### src/rtl/char_write_arbiter_if.sv
// Editor write handshake and character-memory write port of the
// character write arbiter, bundled as one interface.
interface char_write_arbiter_if;
    // Editor write request channel
    logic       e_valid;
    logic       e_ready;
    logic [6:0] e_x;
    logic [5:0] e_y;
    logic [6:0] e_ascii;
    logic [5:0] e_col;

    // Character-memory write port
    logic [6:0] m_x;
    logic [5:0] m_y;
    logic [6:0] m_ascii;
    logic [5:0] m_col;
    logic       m_wren;

    // Arbiter side: consumes editor requests, drives the memory port
    modport slave (
        input  e_valid, e_x, e_y, e_ascii, e_col,
        output e_ready,
        output m_x, m_y, m_ascii, m_col, m_wren
    );

    // Editor / memory side: issues requests, observes the memory port
    modport master (
        output e_valid, e_x, e_y, e_ascii, e_col,
        input  e_ready,
        input  m_x, m_y, m_ascii, m_col, m_wren
    );
endinterface

### src/rtl/char_write_arbiter.sv
// Character write arbiter: merges editor cell writes (buffered in a
// 2-entry FIFO) with full-screen clears onto one character-memory
// write port. A clear sweeps every cell of the latched geometry in
// row-major order, then pulses clr_done; editor writes queued meanwhile
// drain afterwards in arrival order.
module char_write_arbiter #(
    parameter int SCOLS = 80,
    parameter int SROWS = 59,
    parameter int LCOLS = 40,
    parameter int LROWS = 29,
    parameter int FILL  = 32
) (
    input  logic                  clk,
    input  logic                  reset,
    input  logic                  sL,
    input  logic                  clr_start,
    input  logic [5:0]            clr_col,
    char_write_arbiter_if.slave   bus,
    output logic                  busy,
    output logic                  clr_done
);

    localparam logic [6:0] SC_LAST   = 7'(SCOLS - 1);
    localparam logic [5:0] SR_LAST   = 6'(SROWS - 1);
    localparam logic [6:0] LC_LAST   = 7'(LCOLS - 1);
    localparam logic [5:0] LR_LAST   = 6'(LROWS - 1);
    localparam logic [6:0] FILL_CODE = 7'(FILL);

    typedef enum logic [1:0] {
        IDLE  = 2'd0,
        CLEAR = 2'd1,
        DONE  = 2'd2
    } state_t;

    typedef struct packed {
        logic [6:0] x;
        logic [5:0] y;
        logic [6:0] ascii;
        logic [5:0] col;
    } entry_t;

    state_t     state;
    state_t     state_nx;

    // Editor FIFO storage and bookkeeping
    entry_t     mem [2];
    logic       wr_ptr;
    logic       rd_ptr;
    logic [1:0] count;
    logic       push;
    logic       pop;
    entry_t     head;

    // Clear sweep state
    logic       clr_accept;
    logic       lg;
    logic [5:0] lat_col;
    logic [6:0] cx;
    logic [5:0] cy;
    logic [6:0] col_last;
    logic [5:0] row_last;
    logic       last_cell;

    // Ready depends only on the registered count, so a pop in the same
    // cycle never makes room for a push.
    assign bus.e_ready = (count != 2'd2);
    assign push        = bus.e_valid & bus.e_ready;
    assign head        = mem[rd_ptr];

    assign busy = (state != IDLE) | (count != 2'd0);

    // Sweep limits follow the geometry latched at clear acceptance
    assign col_last  = lg ? LC_LAST : SC_LAST;
    assign row_last  = lg ? LR_LAST : SR_LAST;
    assign last_cell = (cx == col_last) && (cy == row_last);

    // State register
    always_ff @(posedge clk) begin
        if (reset) begin
            state <= IDLE;
        end else begin
            state <= state_nx;
        end
    end

    // Next-state, clear acceptance and pop decision
    always_comb begin
        state_nx   = state;
        clr_accept = 1'b0;
        pop        = 1'b0;
        case (state)
            IDLE: begin
                if (clr_start) begin
                    clr_accept = 1'b1;
                    state_nx   = CLEAR;
                end else if (count != 2'd0) begin
                    pop = 1'b1;
                end
            end
            CLEAR: begin
                if (last_cell) begin
                    state_nx = DONE;
                end
            end
            DONE: begin
                state_nx = IDLE;
            end
            default: begin
                state_nx = IDLE;
            end
        endcase
    end

    // FIFO storage write; contents are don't-care while empty
    always_ff @(posedge clk) begin
        if (push) begin
            mem[wr_ptr] <= '{x: bus.e_x, y: bus.e_y, ascii: bus.e_ascii, col: bus.e_col};
        end
    end

    // FIFO pointers and occupancy
    always_ff @(posedge clk) begin
        if (reset) begin
            wr_ptr <= 1'b0;
            rd_ptr <= 1'b0;
            count  <= '0;
        end else begin
            if (push) begin
                wr_ptr <= ~wr_ptr;
            end
            if (pop) begin
                rd_ptr <= ~rd_ptr;
            end
            case ({push, pop})
                2'b10:   count <= count + 2'd1;
                2'b01:   count <= count - 2'd1;
                default: count <= count;
            endcase
        end
    end

    // Clear parameters latch and row-major cell counter
    always_ff @(posedge clk) begin
        if (reset) begin
            lg      <= 1'b0;
            lat_col <= '0;
            cx      <= '0;
            cy      <= '0;
        end else if (clr_accept) begin
            lg      <= sL;
            lat_col <= clr_col;
            cx      <= '0;
            cy      <= '0;
        end else if (state == CLEAR) begin
            if (cx == col_last) begin
                cx <= '0;
                cy <= (cy == row_last) ? '0 : cy + 6'd1;
            end else begin
                cx <= cx + 7'd1;
            end
        end
    end

    // Registered memory port and clear-done pulse. The pulse is taken
    // from DONE one cycle late so it lines up with the first idle cycle
    // of m_wren after the final clear write.
    always_ff @(posedge clk) begin
        if (reset) begin
            bus.m_x     <= '0;
            bus.m_y     <= '0;
            bus.m_ascii <= '0;
            bus.m_col   <= '0;
            bus.m_wren  <= 1'b0;
            clr_done    <= 1'b0;
        end else begin
            bus.m_wren <= 1'b0;
            clr_done   <= (state == DONE);
            if (state == CLEAR) begin
                bus.m_x     <= cx;
                bus.m_y     <= cy;
                bus.m_ascii <= FILL_CODE;
                bus.m_col   <= lat_col;
                bus.m_wren  <= 1'b1;
            end else if (pop) begin
                bus.m_x     <= head.x;
                bus.m_y     <= head.y;
                bus.m_ascii <= head.ascii;
                bus.m_col   <= head.col;
                bus.m_wren  <= 1'b1;
            end
        end
    end

endmodule

### src/flat_wrapper.sv
// flat-port wrapper written by rule: the top's interface ports become plain ports
module char_write_arbiter_flat 
#(
    parameter int SCOLS = 80,
    parameter int SROWS = 59,
    parameter int LCOLS = 40,
    parameter int LROWS = 29,
    parameter int FILL  = 32
)
  (clk, reset, sL, clr_start, clr_col, busy, clr_done, bus_e_valid, bus_e_x, bus_e_y, bus_e_ascii, bus_e_col, bus_e_ready, bus_m_x, bus_m_y, bus_m_ascii, bus_m_col, bus_m_wren);
  char_write_arbiter_if bus_i ();
  input  logic clk;
  input  logic reset;
  input  logic sL;
  input  logic clr_start;
  input  logic [5:0] clr_col;
  output logic busy;
  output logic clr_done;
  input wire logic [$bits(bus_i.e_valid)-1:0] bus_e_valid;
  input wire logic [$bits(bus_i.e_x)-1:0] bus_e_x;
  input wire logic [$bits(bus_i.e_y)-1:0] bus_e_y;
  input wire logic [$bits(bus_i.e_ascii)-1:0] bus_e_ascii;
  input wire logic [$bits(bus_i.e_col)-1:0] bus_e_col;
  output wire logic [$bits(bus_i.e_ready)-1:0] bus_e_ready;
  output wire logic [$bits(bus_i.m_x)-1:0] bus_m_x;
  output wire logic [$bits(bus_i.m_y)-1:0] bus_m_y;
  output wire logic [$bits(bus_i.m_ascii)-1:0] bus_m_ascii;
  output wire logic [$bits(bus_i.m_col)-1:0] bus_m_col;
  output wire logic [$bits(bus_i.m_wren)-1:0] bus_m_wren;
  assign bus_i.e_valid = bus_e_valid;
  assign bus_i.e_x = bus_e_x;
  assign bus_i.e_y = bus_e_y;
  assign bus_i.e_ascii = bus_e_ascii;
  assign bus_i.e_col = bus_e_col;
  assign bus_e_ready = bus_i.e_ready;
  assign bus_m_x = bus_i.m_x;
  assign bus_m_y = bus_i.m_y;
  assign bus_m_ascii = bus_i.m_ascii;
  assign bus_m_col = bus_i.m_col;
  assign bus_m_wren = bus_i.m_wren;
  char_write_arbiter #(.SCOLS(SCOLS), .SROWS(SROWS), .LCOLS(LCOLS), .LROWS(LROWS), .FILL(FILL)) u_core (.clk(clk), .reset(reset), .sL(sL), .clr_start(clr_start), .clr_col(clr_col), .bus(bus_i), .busy(busy), .clr_done(clr_done));
endmodule
### config.mk
export PLATFORM = sky130hd
export DESIGN_NAME = char_write_arbiter_flat
export DESIGN_NICKNAME = d
export VERILOG_FILES = /design/src/rtl/char_write_arbiter_if.sv /design/src/rtl/char_write_arbiter.sv /design/src/flat_wrapper.sv
export SDC_FILE = /design/constraint.sdc
export NUM_CORES = 1
export LEC_CHECK = 0
export BUFFER_PORTS_ARGS = -buffer_cell sky130_fd_sc_hd__buf_2
export CORE_MARGIN = 10
export CORE_UTILIZATION = 40
export CTS_CLUSTER_DIAMETER = 60
export DETAILED_ROUTE_END_ITERATION = 10
export PLACE_DENSITY_LB_ADDON = 0.12
export SYNTH_ARGS = -nofsm -noshare
export SYNTH_HDL_FRONTEND = slang
export SYNTH_SLANG_ARGS = --single-unit
### constraint.sdc
create_clock -name clk -period 2.5 [get_ports clk]
set_clock_uncertainty 0.15 [all_clocks]
set_input_delay 0.5 -clock clk [delete_from_list [all_inputs] [get_ports clk]]
set_output_delay 0.5 -clock clk [all_outputs]
set_load 0.01 [all_outputs]
Yosys cells after proc, flatten, opt, wreduce, memory -nomap -nowiden --
Memories as Yosys holds them, arrays and structs flattened. A register that Yosys moved wholly into a read port is not among the register bits. Index checks and enable logic that the tools add are counted.
Word-level totals: memory bits (writable) 52, memories kept 1, register bits after elaboration 54, bits of input ports 37, logic and storage cells 70
Memories:
- u_core.mem | words 2, width 26, read ports 1, clocked after memory_dff 1, wr ports 1, line char_write_arbiter.sv:46 | entry_t mem [2];
Cells by class: reduce and logical (&&, ||, !) cells 10, mux-type cells 27, $add $sub $neg 4, bitwise logic cells 4, equal/unequal tests 9
Operator list (count):
- $mux W6 | 8
- $mux W7 | 4
- $mux W1 | 11
- $pmux W2 S2 | 2
- $reduce_bool A2 Y1 | 4
- $add A7 B1 Y7 const B | 1
- $eq A7 B7 Y1 | 1
- $add A6 B1 Y6 const B | 1
- $eq A6 B6 Y1 | 1
- $eq A2 B1 Y1 const B | 2
- $eq A2 B2 Y1 const B | 2
- $mux W2 | 2
- $ne A2 B2 Y1 const B | 2
- $reduce_and A2 Y1 | 2
- $reduce_or A2 Y1 | 2
- $add A2 B1 Y2 const B | 1
- $logic_not A2 Y1 | 1
- $ne A2 B1 Y1 const B | 1
- $not A1 Y1 | 2
- $sub A2 B1 Y2 const B | 1
- $and A1 B1 Y1 | 1
- $logic_and A1 B1 Y1 | 1
- $or A1 B1 Y1 | 1

Logic depth before layout (Yosys ltp) --
Gate-level depths: netlist (run 1).
depth after elaboration 6, mapped depth 9

Worst setup path after synthesis (run 1) --
Ideal clock, no wire load.
kind reg-to-reg, from register u_core.count[0], to memory u_core.mem[0][0] (netlist name), enable pin, setup slack 0.147 ns, arrival 1.795 ns, period minus slack after synthesis 2.353 ns, required time 1.941 ns, stages on the path, launching flop included 4, cells stage by stage dfxtp_1 > nand2b_1 > nand2_1 > nor2_1
On the way: cells in the longest elaborated chain, start to end 4
Ends and longest elaborated chain:
- from (decl) | line char_write_arbiter.sv:49 | logic [1:0] count;
- from (signal assigned) | line char_write_arbiter.sv:135 | 2'b10: count <= count + 2'd1;
- from (signal assigned) | line char_write_arbiter.sv:136 | 2'b01: count <= count - 2'd1;
- from (signal assigned) | line char_write_arbiter.sv:137 | default: count <= count;
- $ne A2 B2 Y1 | line char_write_arbiter.sv:66 | assign bus.e_ready = (count != 2'd2);
- net bus_e_ready | line flat_wrapper.sv:24 | output wire logic [$bits(bus_i.e_ready)-1:0] bus_e_ready;
- $and A1 B1 Y1 | line char_write_arbiter.sv:67 | assign push = bus.e_valid & bus.e_ready;
- $mux W1 | line char_write_arbiter.sv:116 | if (push) begin
- $mux W1 (not written as such) | line char_write_arbiter.sv:117 | mem[wr_ptr] <= '{x: bus.e_x, y: bus.e_y, ascii: bus.e_ascii, col: bus.e_col};
- to (decl) | line char_write_arbiter.sv:46
The timed path passes the listed nets, and every way through them passes these cells.

Final worst setup path (run 1) --
from register u_core.count[0], to output port busy
On the way: cells in the longest elaborated chain, start to end 2
Ends and longest elaborated chain:
- $reduce_bool A2 Y1 | line char_write_arbiter.sv:70 | assign busy = (state != IDLE) | (count != 2'd0);
- $or A1 B1 Y1 | line char_write_arbiter.sv:70
- to (decl) | line flat_wrapper.sv:17 | output logic busy;
No other way between the ends.

==> results of run 1 <==
per-layer routing:
metal  global-route usage  wire (um)  up-vias  part of all wire
li1                     -          -     1400                 -
met3              0.04302        410        4             0.044
met4              0.02459         57        0            0.0061
met5                    0          0        -                 0
met2               0.2052       4432       52              0.48
met1               0.1645       4371     1361              0.47
sequential cells by signal, summed over array words and instances (netlist names), named ones only:
register            flops
u_core.count            2
u_core.state            2
u_core.mem             52
u_core.clr_done         1
u_core.cy               6
u_core.lat_col          6
u_core.wr_ptr           1
u_core.bus.m_y          6
u_core.bus.m_ascii      7
u_core.cx               7
u_core.bus.m_x          7
u_core.rd_ptr           1
u_core.bus.m_wren       1
u_core.bus.m_col        6
u_core.lg               1
metrics by stage:
stage | instances | cell area (sq um)
floorplan | 347 | 4148
global placement | 541 | 4652
detailed placement | 541 | 4652
CTS | 557 | 4867
global route | 557 | 4867
finish | 557 | 4867
logic make-up (layout without fill, tap and decap cells):
family          Yosys count  after routing
compound gates           67             67
xor+xnor                 10             10
fa+ha+maj                 3              3
buf+inv                  21             95
flops                   107            107
mux                      27             27
simple gates            112            112
layout make-up:
cell class	instances	area (sq um)	area share
tap	136	170.2	0.03496
inverter	1	3.754	0.0007712
sequential	107	2663	0.5470
clock buffer	9	123.9	0.02545
clock inverter	7	91.34	0.01877
multi-input combinational	219	1395	0.2866
timing repair buffer	78	420.4	0.08638
cells in the final DEF, fill, tap and decap left out, drive strengths merged, types with 2 or more instances in the layout:
master / count
a211o: 2
a211oi: 8
a21oi: 24
a22oi: 13
a31oi: 4
and2: 2
buf: 78
clkbuf: 9
clkinv: 5
dfxtp: 55
edfxtp: 52
ha: 3
inv: 3
mux2: 13
mux2i: 14
nand2: 42
nand2b: 3
nand3: 13
nand3b: 7
nand4bb: 4
nor2: 23
nor2b: 2
nor3: 5
nor3b: 2
o21ai: 13
or2: 3
or3: 3
xnor2: 8
xor2: 2
worst paths after layout:
check / endpoint / startpoint
worst max-delay path: busy / u_core.count[0]$_SDFFE_PP0P_
worst min register to register: u_core.bus.m_col[1]$_SDFFE_PP0P_ / u_core.bus.m_col[1]$_SDFFE_PP0P_
worst max register to register: u_core.count[1]$_SDFFE_PP0P_ / u_core.count[0]$_SDFFE_PP0P_
worst min-delay path: u_core.mem[1][7]$_DFFE_PP_ / bus_e_ascii[1]
power by group through the flow:
stage / Clock [uW] / Combinational, uW / Sequential (uW)
6_report: 1080 / 898 / 2190
5_1_grt: 1200 / 1000 / 2220
4_1_cts: 1110 / 915 / 2190
3_5_place_dp: 0 / 910 / 2230
3_3_place_gp: 0 / 908 / 2220
2_1_floorplan: 0 / 568 / 2240
critical path, delay by kind of cell, from the launching register on:
family	cells	cell delay (ps)
buffers and inverters	1	140
flip-flops	1	360
AND/OR/NAND/NOR	2	550
==> results.cfg, run 1 <==
[power_and_ir_drop]
powerDensity_nw_per_um2 = 857.1
seqPwrFrac = 0.525
netSwitchingFraction = 0.3121
p_int_uw = 2870
p_leak_uw = 0.001762
combPwrFrac = 0.215
ir_drop_mv = 0.3367
clockPowerShare = 0.260
switching_power_uw = 1302
power.total_uw = 4172

[synth]
ys_ff_latch = 107
yosysUniqueCellTypes = 40
synth_nets = 387
syn-cell-area_sq_um = 4148
synth_top_family_by_area = simple AND/OR/NAND/NOR gates
async_flop_share = 0
synth.area.top_cells = edfxtp_1 38%, dfxtp_1 27%, nand2_1 3.8%, mux2_2 3.5%, mux2i_1 3.4%
synth-xor-area-share = 0.02112
yosysMostFrequentCell = dfxtp_1
synth_seq_area_share = 0.6419
ys_top_cells_by_count = 55 x dfxtp_1, 52 x edfxtp_1, 42 x nand2_1
yosysTopAreaCell = edfxtp_1
ys.flop_type = dfxtp_1
synth-simple-area-share = 0.1379
synth_compound_area_frac = 0.09864
synth_top_cell_area_share = 0.3765
avgSynthCellArea_sq_um = 11.95
synthMuxAreaShare = 0.06908
syn_inst = 347
synth_fa_ha_area_frac = 0.009050
synth_edf_count = 52
yosysWarnings = 0

[worst_hold_path]
whs_path_depth = 1
holdCritPathClass = in2reg

[critical_path]
worst_path_largest_cell_delay_ps = 360
endpoint_kind = output pin
slowest_stage = dfxtp_1
crit_type = reg2out
cp_max_fo = 9
start_kind = flop
crit_chain = or2_1 -> nand2b_1 -> buf_2
crit_required_ps = 1850
rrSetupSlack_ps = 540
reg2regPathDepth = 5
arrival_ps = 1410

[detailed_routing]
wirelength_um = 9272
viasPerCell = 5.057
drt_iter0_drc = 154
ant_nets = 0
wl_per_cell_um = 16.65
num_vias = 2817
drcViolationCount = 0
firstDrtPassIters = 4

[clock_network]
holdBufCountCts = 0
cts_buffers = 9
clockBufferDepth = 2
path_clk_slew_ps = 120
ctsResizeCount = 0
clock_latency_ps = 370
root_buffer = clkbuf_8
cts_setup_buffers = 0
clock_sinks = 107
htreeDepth = 3
cts_tree = yes

[timing]
hold_violations = 0
worstMarginPinSlew_ps = 650.5
slew_headroom = 0.5637
setup_tns_ps = 0
holdWs_ps = 151.6
setup_viol = 0
rsz0062_at_grt = false
slew_violations = 0
setup_slack_ps = 435.0
max_freq_ghz = 0.4843
period_minus_slack_ps = 2065
min_period_over_period = 0.8260

[finish]
drive_gt1_frac = 0.2660
layout.nets = 456
n_antenna_cell = 0
final_util = 0.4757
area_growth_syn_to_layout_pct = 17.35
n_fill_cell = 975

[floorplan]
fp.dieW_um = 121.8
ios = 67
core_area_sq_um = 10230
dieArea_sq_um = 14840
start_util = 0.4054
die_y_um = 121.8
core.rowCount = 37

[global_routing]
overflow = 0
grt_pass1_wl_um = 14840
grt_max_degree = 35
grt_usage = 0.1277
grt_pass1_vias = 2767
antenna_found_initial = 0

[outcome]
status = finished clean

[job]
max_cap_viol_count = 0

[placement]
dpl.hpwl_um = 6542
gp_congestion = 0.7630
io_buffers = 66
place_ws_ps = 569.8
(Power assumes the default switching activity.)
==> run 2: changes to the inputs <==
==> constraint.sdc (replaced) <==
create_clock -name clk -period 1.68 [get_ports clk]
set_clock_uncertainty 0.15 [all_clocks]
set_input_delay 0.336 -clock clk [delete_from_list [all_inputs] [get_ports clk]]
set_output_delay 0.336 -clock clk [all_outputs]
set_load 0.01 [all_outputs]
==> run 2 against run 1 <==
Net effect:
- the flow now finishes with violations (setup timing)
- core utilization is 6.8 points higher
- setup slack worse by 570 ps
- combinational power is 100% higher
- clock power is 61% higher
- non-clock buffer count is 56 higher
- final cell count is 10% higher
- wire length is 9.8% higher
- design area is 14% higher
- count of clock-buffer cells in the layout is 1 higher
- die area stayed put
- hold slack worse by 140 ps
- largest power group unchanged
==> results.cfg, run 2 (same netlist as run 1, synthesis figures left out) <==
[power_and_ir_drop]
p_leak_uw = 0.002072
ir_drop_mv = 0.6589
power.total_uw = 6834
powerDensity_nw_per_um2 = 1230

[detailed_routing]
wl_per_cell_um = 16.61
viasPerCell = 4.984
wirelength_um = 10180
firstDrtPassIters = 4
ant_nets = 0
drt_iter0_drc = 156
num_vias = 3055
drcViolationCount = 0

[floorplan]
start_util = 0.4054
fp.dieW_um = 121.8
dieArea_sq_um = 14840
core_area_sq_um = 10230
ios = 67
die_y_um = 121.8
core.rowCount = 37

[timing]
slew_violations = 0
max_freq_ghz = 0.5507
worstMarginPinSlew_ps = 372.4
setup_slack_ps = -135.8
slew_headroom = 0.7512
setup_tns_ps = -190.0
rsz0062_at_grt = true
hold_violations = 0
min_period_over_period = 1.081
setup_viol = 3
period_minus_slack_ps = 1816

[worst_hold_path]
min_to = u_core.mem[0][15]$_DFFE_PP_
whs_path_depth = 1
hold_start = bus_e_y[2]
holdCritPathClass = in2reg

[critical_path]
arrival_ps = 1330
start_kind = flop
crit_required_ps = 1190
endpoint_kind = output pin
r2r-end = u_core.cy[3]$_SDFFE_PP0P_
r2r-start = u_core.lg$_SDFFE_PP0P_
crit_type = reg2out
rrSetupSlack_ps = -40
cp_max_fo = 4
reg2regPathDepth = 4
crit_start = u_core.count[1]$_SDFFE_PP0P_

[clock_network]
clock_sinks = 107
clock_latency_ps = 370
root_buffer = clkbuf_8
cts_tree = yes
cts_buffers = 9
clockBufferDepth = 2
path_clk_slew_ps = 100
htreeDepth = 3

[job]
max_cap_viol_count = 0

[placement]
place_ws_ps = -22.81
dpl.hpwl_um = 7040
gp_congestion = 0.8686
io_buffers = 66

[global_routing]
antenna_found_initial = 0
grt_max_degree = 27
grt_pass1_vias = 3111
grt_pass1_wl_um = 15980
grt_usage = 0.1371
overflow = 0

[finish]
n_antenna_cell = 0
area_growth_syn_to_layout_pct = 34.00
final_cell_mix = 64 x buf_2, 52 x edfxtp_1, 46 x dfxtp_1, 40 x nand2_1, 39 x buf_4
n_fill_cell = 862
drive_gt1_frac = 0.3732
final_common_cell = buf_2
largest-register = u_core.mem
layout.nets = 512
largest_reg_flops = 52

[outcome]
violations = setup timing
status = complete, but fails checks
==> run 2: changes by cell type in the layout (fill, tap and decap cells not counted), sizes merged <==
cell and change:
buf +37, dlygate4sd3 +19, clkinv -4, bufinv +2, clkbuf +1, clkinvlp +1
==> run 2: metrics by stage <==
step | cells | instance area, sq um | hold WS (ps) | utilization
after detailed placement | 570 | 4933 | 297.9 | 0.4822
after global placement | 570 | 4933 | 292.9 | 0.4822
final | 613 | 5558 | 10.11 | 0.5432
after global routing | 613 | 5558 | 1.200 | 0.5432
after CTS | 607 | 5388 | 0.2505 | 0.5266
after floorplan | 347 | 4209 | 284.9 | -
==> run 2: per-layer routing <==
layer | track usage | routed length (um) | vias up | share of wire
met5 | 0 | 0 | - | 0
met4 | 0.04844 | 136 | 0 | 0.013
met3 | 0.03191 | 391 | 9 | 0.038
met2 | 0.2275 | 5149 | 51 | 0.51
met1 | 0.1710 | 4505 | 1485 | 0.44
li1 | - | - | 1510 | -
==> run 2: repair_timing <==
action / CTS / global route
resized for setup: 9 / 28
hold buffers: 17 / 2
cloned: 0 / 1
setup endpoints to repair: 4 / 34
pin swaps: 1 / 6
buffers inserted: 4 / 3
hold endpoints to repair: 33 / 4
==> run 2: critical path: stages (launching register included) <==
cell	delay, ps
dfxtp_2	350
or2_4	260
buf_6	120
nand2b_4	130
buf_6	120
==> run 2: report_power, final <==
group	total, uW	leakage (uW)	switching [uW]	internal (uW)
registers	3260	0.000938	140	3120
clock network	1740	0.000109	879	859
logic	1840	0.00102	927	909
==> run 2: layout make-up <==
type                    instances  area [sq um]  area share
flip-flops and latches        107          2676      0.4815
multi-input cells             219          1528      0.2749
repair buffers                134         955.9      0.1720
well taps                     136         170.2     0.03062
clock buffers                  10         127.6     0.02296
clock inverters                 6         96.34     0.01733
inverters                       1         3.754   0.0006754
==> run 2: how the worst max path moves through the flow <==
stage,to,slack [ps]
detailed placement,u_core.count[1]$_SDFFE_PP0P_,-20
finish,busy,-140
global placement,u_core.count[1]$_SDFFE_PP0P_,-9
floorplan,u_core.count[1]$_SDFFE_PP0P_,-260
CTS,busy,-150
global route,busy,-190
==> run 3: changes to the inputs <==
--- a/config.mk
+++ b/config.mk
@@ -8,6 +8,7 @@
 export BUFFER_PORTS_ARGS = -buffer_cell sky130_fd_sc_hd__buf_2
 export CORE_MARGIN = 10
 export CORE_UTILIZATION = 40
+export CTS_BUF_LIST = sky130_fd_sc_hd__clkbuf_2
 export CTS_CLUSTER_DIAMETER = 60
 export DETAILED_ROUTE_END_ITERATION = 10
 export PLACE_DENSITY_LB_ADDON = 0.12
==> run 3 against run 2 <==
Net effect:
- the flow still finishes with violations (setup timing)
- setup slack worse by 230 ps
- design area is 5.8% higher
- non-clock buffer count is 17 higher
- largest cell class unchanged
- largest power group unchanged
==> results.cfg, run 3 (same netlist as run 1, synthesis figures left out) <==
[finish]
final_cell_mix = 58 x buf_2, 52 x edfxtp_1, 35 x buf_4, 34 x dlygate4sd3_1, 29 x dfxtp_1
largest_reg_flops = 52
final_common_cell = buf_2
final_area_sq_um = 5879
drive_gt1_frac = 0.4453
layout.nets = 529
largest-register = u_core.mem
area_growth_syn_to_layout_pct = 41.75
n_antenna_cell = 0

[timing]
setup_slack_ps = -363.8
worstMarginPinSlew_ps = 376.1
period_minus_slack_ps = 2044
slew_headroom = 0.7487
holdWs_ps = 131.1
slew_violations = 0
max_freq_ghz = 0.4893
rsz0062_at_grt = true
min_period_over_period = 1.217
setup_viol = 37
hold_violations = 0

[detailed_routing]
num_vias = 3101
drt_iter0_drc = 123
drcViolationCount = 0
ant_nets = 0
firstDrtPassIters = 4
wirelength_um = 10380
wl_per_cell_um = 16.47
viasPerCell = 4.922

[clock_network]
htreeDepth = 3
cts_buffers = 9
clockBufferDepth = 2
root_buffer = clkbuf_2
clock_latency_ps = 560
cts_tree = yes
path_clk_slew_ps = 260
clock_sinks = 107

[power_and_ir_drop]
ir_drop_mv = 0.5619
powerDensity_nw_per_um2 = 1159
p_leak_uw = 0.002203

[global_routing]
grt_pass1_wl_um = 16340
antenna_found_initial = 0
grt_usage = 0.1392
grt_max_degree = 27
grt_pass1_vias = 3183
overflow = 0

[placement]
gp_congestion = 0.8686
dpl.hpwl_um = 7040
dpl_cell_area_sq_um = 4933
io_buffers = 66

[floorplan]
core_area_sq_um = 10230
core.rowCount = 37
die_y_um = 121.8
ios = 67
fp.dieW_um = 121.8
start_util = 0.4054
dieArea_sq_um = 14840

[critical_path]
arrival_ps = 1560
endpoint_kind = output pin
rrSetupSlack_ps = -240
reg2regPathDepth = 7
r2r-end = u_core.count[1]$_SDFFE_PP0P_
cp_top_family = flip-flops
path_buf_inv = 2
slowest_stage = dfxtp_2
start_kind = flop
crit_top_cell = buf_6
worst_path_largest_cell_delay_ps = 400
crit_end = busy
r2r-start = u_core.count[1]$_SDFFE_PP0P_
crit_required_ps = 1190
crit_type = reg2out
path_depth = 4
crit_start = u_core.count[1]$_SDFFE_PP0P_
crit_chain = or2_4 -> buf_6 -> nand2b_4 -> buf_6
cp_max_fo = 4

[job]
max_cap_viol_count = 0

[outcome]
status = complete, but fails checks
violations = setup timing

[worst_hold_path]
holdCritPathClass = in2reg
## run 3: worst min-delay path: cells and delay by family
kind                   cells  cell delay [ps]
buffers and inverters      2              250
AND/OR/NAND/NOR            2              160
XOR/XNOR                   1               60
## run 3: layer usage
layer / routed length [um] / track usage / part of all wire / vias to the layer above
li1: - / - / - / 1540
met1: 4472 / 0.1739 / 0.43 / 1504
met2: 5418 / 0.2338 / 0.52 / 51
met3: 400 / 0.03608 / 0.039 / 6
met4: 85 / 0.03651 / 0.0082 / 0
met5: 0 / 0 / 0 / -
## run 3: where the power goes
group | switching [uW] | leakage, uW | total [uW] | internal (uW)
Combinational | 1030 | 0.00117 | 2160 | 1130
Clock | 839 | 0.0000846 | 1360 | 517
Sequential | 161 | 0.000946 | 3290 | 3130
Total | 2030 | 0.00220 | 6810 | 4780
## run 3: metrics by stage
| stage | cells | power [uW] | setup slack [ps] | TNS [ps] | utilization |
|---|---|---|---|---|---|
| after floorplan | 347 | 4269 | -262.4 | -351.6 | - |
| after global placement | 570 | 4830 | -8.875 | -8.875 | 0.4822 |
| after detailed placement | 570 | 4857 | -22.81 | -23.84 | 0.4822 |
| after CTS | 624 | 6422 | -421.3 | -1014 | 0.5381 |
| after global routing | 630 | 7198 | -472.6 | -6040 | 0.5747 |
| final | 630 | 6814 | -363.8 | -3136 | 0.5747 |
## run 3: layout make-up
type | count | area (sq um)
inverter | 1 | 3.754
sequential | 107 | 2700
clock buffer | 10 | 50.05
clock inverter | 6 | 96.34
fill | 835 | 4352
tap | 136 | 170.2
multi-input combinational | 219 | 1629
timing repair buffer | 151 | 1230
## run 3: how the worst min path moves through the flow
stage / start / endpoint / slack (ps) / depth (start not counted)
4_1_cts: bus_e_valid / u_core.wr_ptr$_SDFFE_PP0N_ / 150 / 5
3_5_place_dp: u_core.bus.m_x[6]$_SDFFE_PP0P_ / u_core.bus.m_x[6]$_SDFFE_PP0P_ / 300 / 2
5_1_grt: bus_e_valid / u_core.wr_ptr$_SDFFE_PP0N_ / 100 / 5
3_3_place_gp: u_core.bus.m_col[4]$_SDFFE_PP0P_ / u_core.bus.m_col[4]$_SDFFE_PP0P_ / 290 / 2
6_report: bus_e_valid / u_core.wr_ptr$_SDFFE_PP0N_ / 130 / 5
2_1_floorplan: bus_e_col[0] / u_core.mem[0][0]$_DFFE_PP_ / 280 / 0
## run 3: repair_timing
| item | in CTS | in global routing |
|---|---|---|
| pin swaps | 2 | 32 |
| hold endpoints to repair | 64 | 0 |
| setup endpoints to repair | 6 | 65 |
| buffers inserted | 4 | 3 |
| gates cloned | 0 | 4 |
| hold buffers | 34 | 0 |
| resized for setup | 15 | 77 |
